==> config.mk <==
export PLATFORM = sky130hd
export DESIGN_NAME = apple_placer
export DESIGN_NICKNAME = d
export VERILOG_FILES = /design/src/rtl/apple_placer_pkg.sv /design/src/rtl/apple_placer_lfsr16.sv /design/src/rtl/apple_placer.sv
export SDC_FILE = /design/constraint.sdc
export NUM_CORES = 1
export LEC_CHECK = 0
export ABC_AREA = 1
export BUFFER_PORTS_ARGS = -buffer_cell sky130_fd_sc_hd__clkbuf_2
export CORE_UTILIZATION = 50
export DETAILED_ROUTE_END_ITERATION = 10
export GPL_TIMING_DRIVEN = 0
export PLACE_DENSITY = 0.72
export SYNTH_ARGS = -nofsm -noshare
export SYNTH_HDL_FRONTEND = slang
export SYNTH_SLANG_ARGS = --single-unit
==> constraint.sdc <==
create_clock -name clk -period 3.1 [get_ports clk]
set_input_delay 0.62 -clock clk [delete_from_list [all_inputs] [get_ports clk]]
set_output_delay 0.62 -clock clk [all_outputs]
set_load 0.03 [all_outputs]
==> src/rtl/apple_placer_pkg.sv <==
// rtl/apple_placer_pkg.sv - shared snake playfield constants, coordinate widths and placer states
package apple_placer_pkg;

  localparam int GRID_W     = 40;
  localparam int GRID_H     = 30;
  localparam int WALL_MIN   = 1;
  localparam int WALL_MAX_X = 38;
  localparam int WALL_MAX_Y = 28;

  localparam int X_W = 6;
  localparam int Y_W = 5;

  typedef enum logic {
    IDLE = 1'b0,
    DRAW = 1'b1
  } state_t;

endpackage

==> src/rtl/apple_placer_lfsr16.sv <==
// rtl/apple_placer_lfsr16.sv - 16-bit Fibonacci LFSR, taps x^16+x^14+x^13+x^11+1
module apple_placer_lfsr16 (
  input  logic        clk,
  input  logic        reset,
  input  logic        en,
  input  logic [15:0] seed,
  output logic [15:0] q
);

  // Shift left, feedback into bit 0; a non-zero seed never reaches the all-zero lockup state
  always_ff @(posedge clk) begin
    if (reset) begin
      q <= seed;
    end else if (en) begin
      q <= {q[14:0], q[15] ^ q[13] ^ q[12] ^ q[10]};
    end
  end

endmodule

==> src/rtl/apple_placer.sv <==
// rtl/apple_placer.sv - places the apple on a legal random cell after each eat event
module apple_placer
  import apple_placer_pkg::*;
#(
  parameter logic [15:0] SEED      = 16'hACE1,
  parameter int          MAX_TRIES = 16,
  parameter bit          FREE_RUN  = 1'b1,
  parameter int          INIT_X    = 24,
  parameter int          INIT_Y    = 10
) (
  input  logic           clk,
  input  logic           reset,
  input  logic           restart,
  input  logic           inc_len,
  input  logic [5:0]     head_x,
  input  logic [5:0]     head_y,
  output logic [X_W-1:0] apple_x,
  output logic [Y_W-1:0] apple_y,
  output logic           apple_valid,
  output logic [7:0]     draws
);

  localparam logic [X_W-1:0] INIT_X_C = X_W'(INIT_X);
  localparam logic [Y_W-1:0] INIT_Y_C = Y_W'(INIT_Y);
  localparam logic [X_W-1:0] ALT_X_C  = X_W'(INIT_X + 4);
  localparam logic [7:0]     LAST_TRY = 8'(MAX_TRIES - 1);

  state_t         state_q, state_d;
  logic [7:0]     try_cnt_q, try_cnt_d;
  logic [X_W-1:0] apple_x_d;
  logic [Y_W-1:0] apple_y_d;
  logic           apple_valid_d;
  logic [7:0]     draws_d;

  logic [15:0]    lfsr_q;
  logic           lfsr_en;
  logic [X_W-1:0] cand_x;
  logic [Y_W-1:0] cand_y;
  logic           in_walls, on_head, on_apple, cand_legal;
  logic           init_free;
  logic           unused_lfsr_bits;

  assign lfsr_en = FREE_RUN || (state_q == DRAW);

  apple_placer_lfsr16 u_lfsr (
    .clk   (clk),
    .reset (reset),
    .en    (lfsr_en),
    .seed  (SEED),
    .q     (lfsr_q)
  );

  assign cand_x           = lfsr_q[5:0];
  assign cand_y           = lfsr_q[12:8];
  assign unused_lfsr_bits = ^{lfsr_q[15:13], lfsr_q[7:6]};

  // Candidate legality; a head with row bit 5 set is off the board and cannot collide
  always_comb begin
    in_walls   = (cand_x >= X_W'(WALL_MIN)) && (cand_x <= X_W'(WALL_MAX_X)) &&
                 (cand_y >= Y_W'(WALL_MIN)) && (cand_y <= Y_W'(WALL_MAX_Y));
    on_head    = (cand_x == head_x) && !head_y[5] && (cand_y == head_y[4:0]);
    on_apple   = (cand_x == apple_x) && (cand_y == apple_y);
    cand_legal = in_walls && !on_head && !on_apple;
    init_free  = !((INIT_X_C == head_x) && !head_y[5] && (INIT_Y_C == head_y[4:0])) &&
                 !((INIT_X_C == apple_x) && (INIT_Y_C == apple_y));
  end

  // Next-state and next-output logic for the IDLE/DRAW placer
  always_comb begin
    state_d       = state_q;
    try_cnt_d     = try_cnt_q;
    apple_x_d     = apple_x;
    apple_y_d     = apple_y;
    apple_valid_d = apple_valid;
    draws_d       = draws;
    case (state_q)
      IDLE: begin
        apple_valid_d = 1'b1;
        if (inc_len) begin
          state_d       = DRAW;
          apple_valid_d = 1'b0;
          try_cnt_d     = 8'd0;
          draws_d       = 8'd0;
        end
      end
      DRAW: begin
        draws_d = (draws == 8'hFF) ? 8'hFF : draws + 8'd1;
        if (cand_legal) begin
          apple_x_d     = cand_x;
          apple_y_d     = cand_y;
          apple_valid_d = 1'b1;
          state_d       = IDLE;
        end else if (try_cnt_q == LAST_TRY) begin
          apple_x_d     = init_free ? INIT_X_C : ALT_X_C;
          apple_y_d     = INIT_Y_C;
          apple_valid_d = 1'b1;
          state_d       = IDLE;
        end else begin
          try_cnt_d = try_cnt_q + 8'd1;
        end
      end
      default: state_d = IDLE;
    endcase
  end

  // Registered state and outputs; restart restores the reset values but leaves the LFSR running
  always_ff @(posedge clk) begin
    if (reset || restart) begin
      state_q     <= IDLE;
      try_cnt_q   <= 8'd0;
      apple_x     <= INIT_X_C;
      apple_y     <= INIT_Y_C;
      apple_valid <= 1'b1;
      draws       <= 8'd0;
    end else begin
      state_q     <= state_d;
      try_cnt_q   <= try_cnt_d;
      apple_x     <= apple_x_d;
      apple_y     <= apple_y_d;
      apple_valid <= apple_valid_d;
      draws       <= draws_d;
    end
  end

endmodule

==> results of run 1 <==
[worst paths after layout]
path / slack [ns] / depth (start not counted) / endpoint / start
worst min register to register: 0.41 / 2 / u_lfsr.q[8]$_SDFF_PP0_ / u_lfsr.q[7]$_SDFF_PP1_
worst min-delay path: 0.41 / 2 / u_lfsr.q[8]$_SDFF_PP0_ / u_lfsr.q[7]$_SDFF_PP1_
worst max register to register: 1.38 / 8 / apple_y[1]$_SDFFE_PP1P_ / u_lfsr.q[5]$_SDFF_PP1_
worst max-delay path: 1.19 / 5 / try_cnt_q[3]$_SDFFE_PP0P_ / reset
[cell type report]
class                      instances  area [um^2]  area share (%)
clock buffer                       7         86.3            3.22
clock inverter                     1         30.0            1.12
sequential                        45          901            33.6
inverter                          44          165            6.17
timing repair buffer              35          175            6.54
buffer                             4         16.3           0.607
tap                               52         65.1            2.43
multi-input combinational        247         1240            46.3
[stage by stage]
step / instance area [um^2] / power [mW] / instances
6_report: 2680 / 1.23 / 435
5_1_grt: 2680 / 1.29 / 435
4_1_cts: 2680 / 1.24 / 435
3_5_place_dp: 2560 / 0.784 / 427
3_3_place_gp: 2560 / 0.781 / 427
2_1_floorplan: 2320 / 0.737 / 340
[power groups by stage]
stage / sequential (mW) / combinational [mW] / clock [mW]
finish: 0.617 / 0.153 / 0.464
global route: 0.621 / 0.173 / 0.496
CTS: 0.617 / 0.154 / 0.473
detailed placement: 0.631 / 0.153 / 0
global placement: 0.630 / 0.151 / 0
floorplan: 0.633 / 0.104 / 0
[metal layers]
metal / up-vias / GRT usage [%]
met2: 40 / 37.4
met5: - / 0
met3: 12 / 5.34
met1: 969 / 28.1
li1: 1174 / -
met4: 0 / 9.11
[cell families (layout without fill, tap and decap cells)]
kind of cell	after synthesis	in the layout	synth area share (%)
and+or+nand+nor	186	186	35.7
buffers and inverters	48	91	7.81
AOI/OAI and AO/OA	45	45	11.4
DFF	45	45	38.8
xor gates and xnor gates	14	14	5.28
adders and majority gates	2	2	1.08
[registers in the layout (all words and copies together) (netlist names)]
name         count
try_cnt_q        8
state_q          1
apple_y          5
draws            8
apple_x          6
u_lfsr.q        16
apple_valid      1
[worst reg2reg max path, stage by stage (launching register included)]
cell and delay [ns]:
dfxtp_1 0.46, xnor2_1 0.17, nand2_1 0.10, nor2_1 0.09
nand3_1 0.14, nand4_2 0.21, nand2_1 0.17, o22ai_1 0.19
nand2_1 0.07
[cell usage after synthesis]
library cell and number:
nand2_2 2, clkinv_1 1, clkbuf_1 3, nor2_1 36, nor2_2 3, or2_2 2, a21oi_1 17, a221oi_1 1
nor2_4 1, a31oi_1 1, dfxtp_1 45, o31ai_1 2, nor3_1 8, o21ai_1 1, o21ai_2 1, buf_2 1
inv_2 7, nand3_4 2, xnor2_1 7, a21oi_2 4, nor4_1 2, nand3_1 19, nand4_2 1, ha_1 2
inv_1 36, nand2_1 102, nand4_1 6, a211oi_1 1, xor2_1 7, nand2_4 2, o21ai_0 12, o22ai_1 4
o21bai_1 1
==> run summary, run 1 <==
Yosys cell types - 33
Post-DP HPWL - 3.90 mm
die footprint - 4920 um^2
DR pass1 iterations - 6
largest net degree at the start of global routing - 14
WHS - 0.408 ns
DR WL met3 - 166 um
Gate power share - 12.4%
post-CTS sizing - 0
max incr delay on CP - 0.42 ns
setup_tns - 0 ns
RSZ-0062 raised after global routing - false
dominant cell type by area after synthesis - dfxtp_1
number of max-cap violations - 0
Net Sw Power - 0.321 mW
main area contributors after synthesis - dfxtp_1 39%, nand2_1 16%, inv_1 5.8%, nor2_1 5.8%, nand3_1 4.1%
Crit path max-delay family - buffers and inverters
commonest cells after routing, fill and taps aside - 102 x nand2_1, 45 x dfxtp_1, 36 x inv_1, 36 x nor2_1, 35 x clkbuf_2
cts hold-fix bufs - 0
Die Ht - 70.2 um
final setup vio count - 0
syn nets - 358
outcome - finished, final reports clean
Final Util - 60.7%
top layer in use - met4
Avg Cell Area, Syn - 6.83 um^2
CTS Buf Count - 5
pin slew with the least headroom to its limit - 0.620 ns
insertion delay to the later sink of the worst-skew pair - 0.30 ns
initial antenna violation count - 0
gpl congestion - 0.885
n_diodes - 0
synthesized area - 2320 um^2
H-tree Lvls - 2
fillers - 445
root buffer cell - clkbuf_8
fraction of layout cells with a size suffix above 1 - 17.8%
Switching Fraction - 26.0%
Yosys warning count - 0
f_max - 524 MHz
Buf+Inv Stages, Crit Path - 3
die width - 70.2 um
Syn Inst Count - 340
Rel. slew slack - 58.7%
Max clock buf depth - 2
final hold vios - 0
final worst slack - 1.19 ns
final clock skew - 0.00523 ns
Pleak - 1.20 nW
drt first-iter violations - 94
clock power share - 37.6%
CP required - 3.33 ns
vias in the first global route - 1,928
grt total ovfl - 0
NumNets Final - 400
GRT Total Usage - 22.5%
sequential power share - 50.0%
Critical Setup Path Class - input pin to flip-flop
number of port buffers - 35
DRT antenna net count - 0
clk slew on worst S/H paths - 0.08 ns
wl on met1 - 2.46 mm
startpoint types - input pin
I/O Pins - 36
Vias/cell - 5.05
Seq/Total Area, Yosys - 38.8%
starting density of the core - 52.6%
crit path cell chain - clkbuf_2, nor2_2, clkinv_1, clkbuf_1, a21oi_1
Worst EP arrival - 2.14 ns
Slew Viols, Final - 0
DR vias - 2,195
# DRC - 0
post-synth top area share - 38.8%
global-route wire length before repair - 8.74 mm
leading cell type in the layout, fill and taps excluded - nand2_1
area grow syn2layout - 15.4%
Worst Setup End Kind - flip-flop
Core ar. - 4410 um^2
fin crit period - 1.91 ns
CTS Sinks - 45
postcts setup bufs - 0
FP Rows - 24
PD cells - 461 nW/um^2
CTS tree - done
dpl ws - 0.829 ns
worst min path class - flip-flop to flip-flop
routed wire length - 5.23 mm
Final Cycle Share - 61.6%
Internal - 0.913 mW
Max VDD drop - 0.000277 V
CP max FO - 10
#FFs+latches synth - 45
slowest CP cell - clkinv_1
Avg WL per Cell - 12.0 um
routed wire length on met2 - 2.48 mm
Power figures use the tool's default switching activity.
==> run 2: changes to the inputs <==
PLACE_DENSITY = 0.74   (was 0.72)
clock period = 1.7 ns   (was 3.1 ns; I/O delays follow)
==> run summary, run 2 (synthesis gave the netlist of run 1 again) <==
Pleak - 1.21 nW (+0.46%)
Critical Setup Path Class - flip-flop to flip-flop
number of port buffers - 35 (unchanged)
outcome - finished, final reports clean
die width - 70.2 um (unchanged)
placed insts - 427 (unchanged)
global-route wire length before repair - 8.86 mm (+1.3%)
routed wire length - 5.59 mm (+6.9%)
startpoint types - flip-flop
pin slew with the least headroom to its limit - 0.588 ns (-0.0313 ns)
crit path cell chain - ha_4, nand3_1, nor3_2, nand3_2, nand2_2, nand2_2, nor2_1, nor2_1
Max VDD drop - 0.000489 V (+77%)
final clock skew - 0.00960 ns (+0.00437 ns)
Final Cycle Share - 98.0%
max reg flops - 16 (unchanged)
final instance area - 2800 um^2 (+4.5%)
fraction of layout cells with a size suffix above 1 - 25.6% (+7.8 points)
area grow syn2layout - 20.6%
Max clock buf depth - 2 (unchanged)
CP required - 1.88 ns (-1.45 ns)
GRT Total Usage - 22.4% (-0.11 points)
Core ar. - 4410 um^2 (unchanged)
CTS Sinks - 45 (unchanged)
max incr delay on CP - 0.36 ns (-0.06 ns)
clk slew on worst S/H paths - 0.08 ns (about the same)
root buffer cell - clkbuf_8
DR vias - 2,305 (+5.0%)
leading cell type in the layout, fill and taps excluded - nand2_1
insertion delay to the later sink of the worst-skew pair - 0.30 ns (about the same)
drt first-iter violations - 190 (+100%)
Die Ht - 70.2 um (unchanged)
NumNets Final - 405 (+1.3%)
Buf+Inv Stages, Crit Path - 0 (-3)
fillers - 431 (-3.1%)
Slew Viols, Final - 0 (unchanged)
CTS Buf Count - 5 (unchanged)
gpl congestion - 0.911 (+2.9%)
Worst EP arrival - 1.85 ns (-0.29 ns)
# DRC - 0 (unchanged)
f_max - 600 MHz
PD cells - 792 nW/um^2 (+72%)
grt total ovfl - 0 (unchanged)
cell area after placement - 2560 um^2 (unchanged)
CP max FO - 4 (-6)
DR pass1 iterations - 4 (-2)
Biggest register - u_lfsr.q
fin crit period - 1.67 ns
slowest CP cell - dfxtp_2
vias in the first global route - 2,018 (+4.7%)
largest net degree at the start of global routing - 14 (unchanged)
Worst Setup End Kind - flip-flop
Crit path max-delay family - simple AND/OR/NAND/NOR gates
final setup vio count - 0 (unchanged)
CTS tree - done
starting density of the core - 52.6% (unchanged)
H-tree Lvls - 2 (unchanged)
die footprint - 4920 um^2 (unchanged)
Vias/cell - 5.25 (+4.1%)
n_diodes - 0 (unchanged)
worst min path class - input pin to flip-flop
initial antenna violation count - 0 (unchanged)
Rel. slew slack - 60.8% (+2.1 points)
number of max-cap violations - 0 (unchanged)
DRT antenna net count - 0 (unchanged)
Post-DP HPWL - 3.91 mm (+0.33%)
fin cells - 439 (+0.92%)
Regs by FF count - u_lfsr.q x16, draws x8, try_cnt_q x8
final hold vios - 0 (unchanged)
WHS - 0.319 ns (-0.0885 ns)
Avg WL per Cell - 12.7 um (+5.9%)
commonest cells after routing, fill and taps aside - 101 x nand2_1, 35 x clkbuf_2, 33 x inv_1, 33 x dfxtp_1, 31 x nor2_1
FP Rows - 24 (unchanged)
I/O Pins - 36 (unchanged)
-- run 2: cell count changes in the layout (fill, tap and decap cells not counted), sizes merged --
cell,before,now
buf,1,4
clkbuf,45,43
clkinvlp,0,1
nand2,106,107
nand3,21,22
-- run 2: cell type report --
class                           count  area [um^2]  area share (%)
Buffer                              4         16.3           0.581
Clock buffer                        5         68.8            2.46
Clock inverter                      2         35.0            1.25
Inverter                           44          171            6.12
Multi-Input combinational cell    249         1320            47.2
Sequential cell                    45          923            33.0
Tap cell                           52         65.1            2.32
Timing Repair Buffer               38          198            7.06
-- run 2: final timing paths --
check	start	to	slack [ns]	cells past startpoint
min	reset	u_lfsr.q[7]$_SDFF_PP1_	0.32	2
max	try_cnt_q[1]$_SDFFE_PP0P_	apple_x[2]$_SDFFE_PP0P_	0.03	8
min reg2reg	u_lfsr.q[7]$_SDFF_PP1_	u_lfsr.q[8]$_SDFF_PP0_	0.40	2
max reg2reg	try_cnt_q[1]$_SDFFE_PP0P_	apple_x[2]$_SDFFE_PP0P_	0.03	8
-- run 2: power by group --
part / internal, mW / leakage [nW] / switching (mW)
Clock: 0.427 / 0.0540 / 0.350
Sequential: 1.09 / 0.370 / 0.0397
Combinational: 0.113 / 0.786 / 0.200
Total: 1.63 / 1.21 / 0.589
-- run 2: metrics by stage --
step	setup TNS, ns	setup slack [ns]	total power [mW]	utilization (%)
global placement	-2.30	-0.245	1.42	58.0
finish	0	0.0347	2.22	63.4
floorplan	0	0.114	1.34	-
CTS	0	0.00743	2.20	60.5
detailed placement	-2.28	-0.258	1.43	58.0
global route	-0.107	-0.0549	2.32	63.4
-- run 2: what timing repair did --
| item | CTS | global route |
|---|---|---|
| gates resized for setup | 2 | 33 |
| hold buffers | 0 | 0 |
| gates cloned | 0 | 2 |
| endpoints found under the setup margin | 5 | 24 |
| pin swaps | 1 | 5 |
| buffers inserted | 0 | 3 |
-- run 2: routing by layer --
layer / vias to the layer above / global-route usage [%] / part of all wire, %
li1: 1182 / - / -
met1: 1053 / 26.8 / 44
met2: 64 / 39.7 / 50
met3: 6 / 3.90 / 4.7
met4: 0 / 8.67 / 1.1
met5: - / 0 / 0
==> run 3: changes to the inputs <==
ABC_AREA = unset   (was 1)
PLACE_DENSITY = 0.75   (was 0.74)
SLEW_MARGIN = 20   (was unset)
==> run summary, run 3 <==
outcome - finished with violations
violated checks - negative setup slack
Max VDD drop - 0.000645 V (+32%)
pin slew with the least headroom to its limit - 0.582 ns (-0.00651 ns)
clk slew on worst S/H paths - 0.08 ns (about the same)
Post-synth top cells - 45 x dfxtp_1, 24 x xor2_1, 20 x a21oi_1, 20 x nand2_1, 19 x o21ai_0
CP max FO - 6 (+2)
final clock skew - 0.00757 ns (-0.00202 ns)
Vias/cell - 5.96 (+14%)
Regs by FF count - u_lfsr.q x16, draws x8, try_cnt_q x8
PD cells - 783 nW/um^2 (-1.1%)
startpoint types - flip-flop
starting density of the core - 53.9% (+1.3 points)
DR pass1 iterations - 4 (unchanged)
routed wire length - 6.08 mm (+8.8%)
Yosys cell types - 47 (+42%)
leading cell type in the layout, fill and taps excluded - clkbuf_2
ys async rst share - 0% (unchanged)
area grow syn2layout - 29.2%
number of port buffers - 35 (unchanged)
RSZ-0062 raised after global routing - true
die footprint - 4710 um^2 (-4.3%)
GRT Total Usage - 27.5% (+5.1 points)
FP Rows - 23 (-4.2%)
Seq/Total Area, Yosys - 40.6% (+1.8 points)
cell area after placement - 2470 um^2 (-3.7%)
Slew Viols, Final - 0 (unchanged)
Core ar. - 4120 um^2 (-6.8%)
number of max-cap violations - 0 (unchanged)
fin crit period - 2.14 ns (+0.476 ns)
fraction of layout cells with a size suffix above 1 - 36.5% (+11 points)
Syn Inst Count - 258 (-24%)
Critical Setup Path Class - flip-flop to flip-flop
drt first-iter violations - 136 (-28%)
global-route wire length before repair - 9.47 mm (+6.9%)
Avg WL per Cell - 16.8 um (+32%)
Worst Setup End Kind - flip-flop
CTS Sinks - 45 (unchanged)
DR WL met3 - 269 um (+3.1%)
Pleak - 1.09 nW (-10%)
Die Ht - 68.6 um (-2.2%)
Post-DP HPWL - 3.83 mm (-2.2%)
final setup vio count - 21 (+21)
largest net degree at the start of global routing - 14 (unchanged)
worst min path class - input pin to flip-flop
post-synth top area share - 40.6% (+1.8 points)
routed wire length on met2 - 2.98 mm (+6.7%)
vias in the first global route - 2,089 (+3.5%)
# DRC - 0 (unchanged)
Yosys warning count - 0 (unchanged)
most frequent cell after synthesis - dfxtp_1
Worst EP arrival - 2.33 ns (+0.48 ns)
Top FF cell, synth - dfxtp_1
CTS tree - done
H-tree Lvls - 2 (unchanged)
commonest cells after routing, fill and taps aside - 37 x clkbuf_2, 31 x dfxtp_1, 24 x xor2_1
grt total ovfl - 0 (unchanged)
fillers - 336 (-22%)
Rel. slew slack - 61.1% (+0.29 points)
NumNets Final - 329 (-19%)
insertion delay to the later sink of the worst-skew pair - 0.30 ns (about the same)
dpl ws - -0.402 ns (-0.144 ns)
CTS Buf Count - 5 (unchanged)
#FFs+latches synth - 45 (unchanged)
root buffer cell - clkbuf_8
final worst slack - -0.442 ns (-0.476 ns)
die width - 68.6 um (-2.2%)
f_max - 467 MHz (-22%)
max reg flops - 16 (unchanged)
DRT antenna net count - 0 (unchanged)
gpl congestion - 0.795 (-13%)
dominant cell type by area after synthesis - dfxtp_1
wl on met1 - 2.72 mm (+10%)
n_diodes - 0 (unchanged)
final hold vios - 0 (unchanged)
CP required - 1.88 ns (about the same)
initial antenna violation count - 0 (unchanged)
main area contributors after synthesis - dfxtp_1 41%, xor2_1 9.5%, a21oi_1 4.5%, o21ai_0 4.3%, nand3_1 3.6%
I/O Pins - 36 (unchanged)
DR vias - 2,159 (-6.3%)
Post-synth EDFFs - 0 (unchanged)
top layer in use - met4
syn nets - 276 (-23%)
Avg Cell Area, Syn - 8.60 um^2 (+26%)
synthesized area - 2220 um^2 (-4.5%)
Max clock buf depth - 2 (unchanged)
Biggest register - u_lfsr.q
final instance area - 2870 um^2 (+2.3%)
Final Cycle Share - 126% (+28 points)
==> run 3: critical path: stages (launching register included) <==
cell,delay (ns)
dfxtp_2,0.38
xor2_1,0.16
nor4_1,0.39
nand3_1,0.21
and3_4,0.21
buf_6,0.13
buf_8,0.14
buf_8,0.12
o211ai_1,0.18
a31oi_1,0.11
==> run 3: final timing paths <==
kind                                             start                        end  slack (ns)  cells after the start
worst max register to register  u_lfsr.q[5]$_SDFF_PP1_  try_cnt_q[5]$_SDFFE_PP0P_       -0.44                      9
worst min register to register  u_lfsr.q[6]$_SDFF_PP1_     u_lfsr.q[7]$_SDFF_PP1_        0.41                      1
worst max-delay path            u_lfsr.q[5]$_SDFF_PP1_  try_cnt_q[5]$_SDFFE_PP0P_       -0.44                      9
worst min-delay path                             reset     u_lfsr.q[4]$_SDFF_PP0_        0.32                      2
==> run 3: layout make-up <==
type,instances,area [um^2],area share (%)
sequential,45,931,32.5
clock inverter,2,10.0,0.349
clock buffer,6,72.6,2.53
multi-input combinational,194,1370,47.9
timing repair buffer,49,328,11.4
buffer,11,70.1,2.45
inverter,5,18.8,0.655
tap,50,62.6,2.18
==> run 3: layer usage <==
metal	track usage, %	vias to the layer above
met1	34.9	1047
met2	46.1	61
met5	0	-
met4	11.2	0
met3	4.61	13
li1	-	1038
==> run 3: logic make-up (layout without fill, tap and decap cells) <==
group | count (synthesis) | after routing | share of synthesized area (%)
flip-flops | 45 | 45 | 40.6
multiplexers | 1 | 1 | 0.451
AND/OR/NAND/NOR | 101 | 101 | 25.4
adder cells (fa/ha/maj) | 2 | 2 | 1.13
XOR/XNOR | 25 | 25 | 9.87
buffers and inverters | 19 | 73 | 4.06
AO/OA/AOI/OAI | 65 | 65 | 18.5
==> run 3: timing repair <==
action,in CTS,in global routing
resized for setup,37,34
endpoints found under the setup margin,21,26
pin swaps,19,12
endpoints found under the hold margin,0,0
hold buffers,0,0
gates cloned,1,1
setup buffers,12,0
==> run 3: report_power, final <==
group	internal, mW	switching, mW
logic	0.221	0.228
clock network	0.285	0.357
registers	1.09	0.0630
==> run 3: through the flow <==
step                      hold slack, ns  total power [mW]  TNS, ns  instances  util, %
after floorplan                    0.389              1.37    -1.94        258        -
after global placement             0.391              1.46    -6.57        343     60.0
after detailed placement           0.396              1.47    -6.75        343     60.0
after CTS                          0.319              2.18    -5.31        362     66.3
after global routing               0.329              2.33    -8.43        362     69.6
final                              0.321              2.24    -6.81        362     69.6
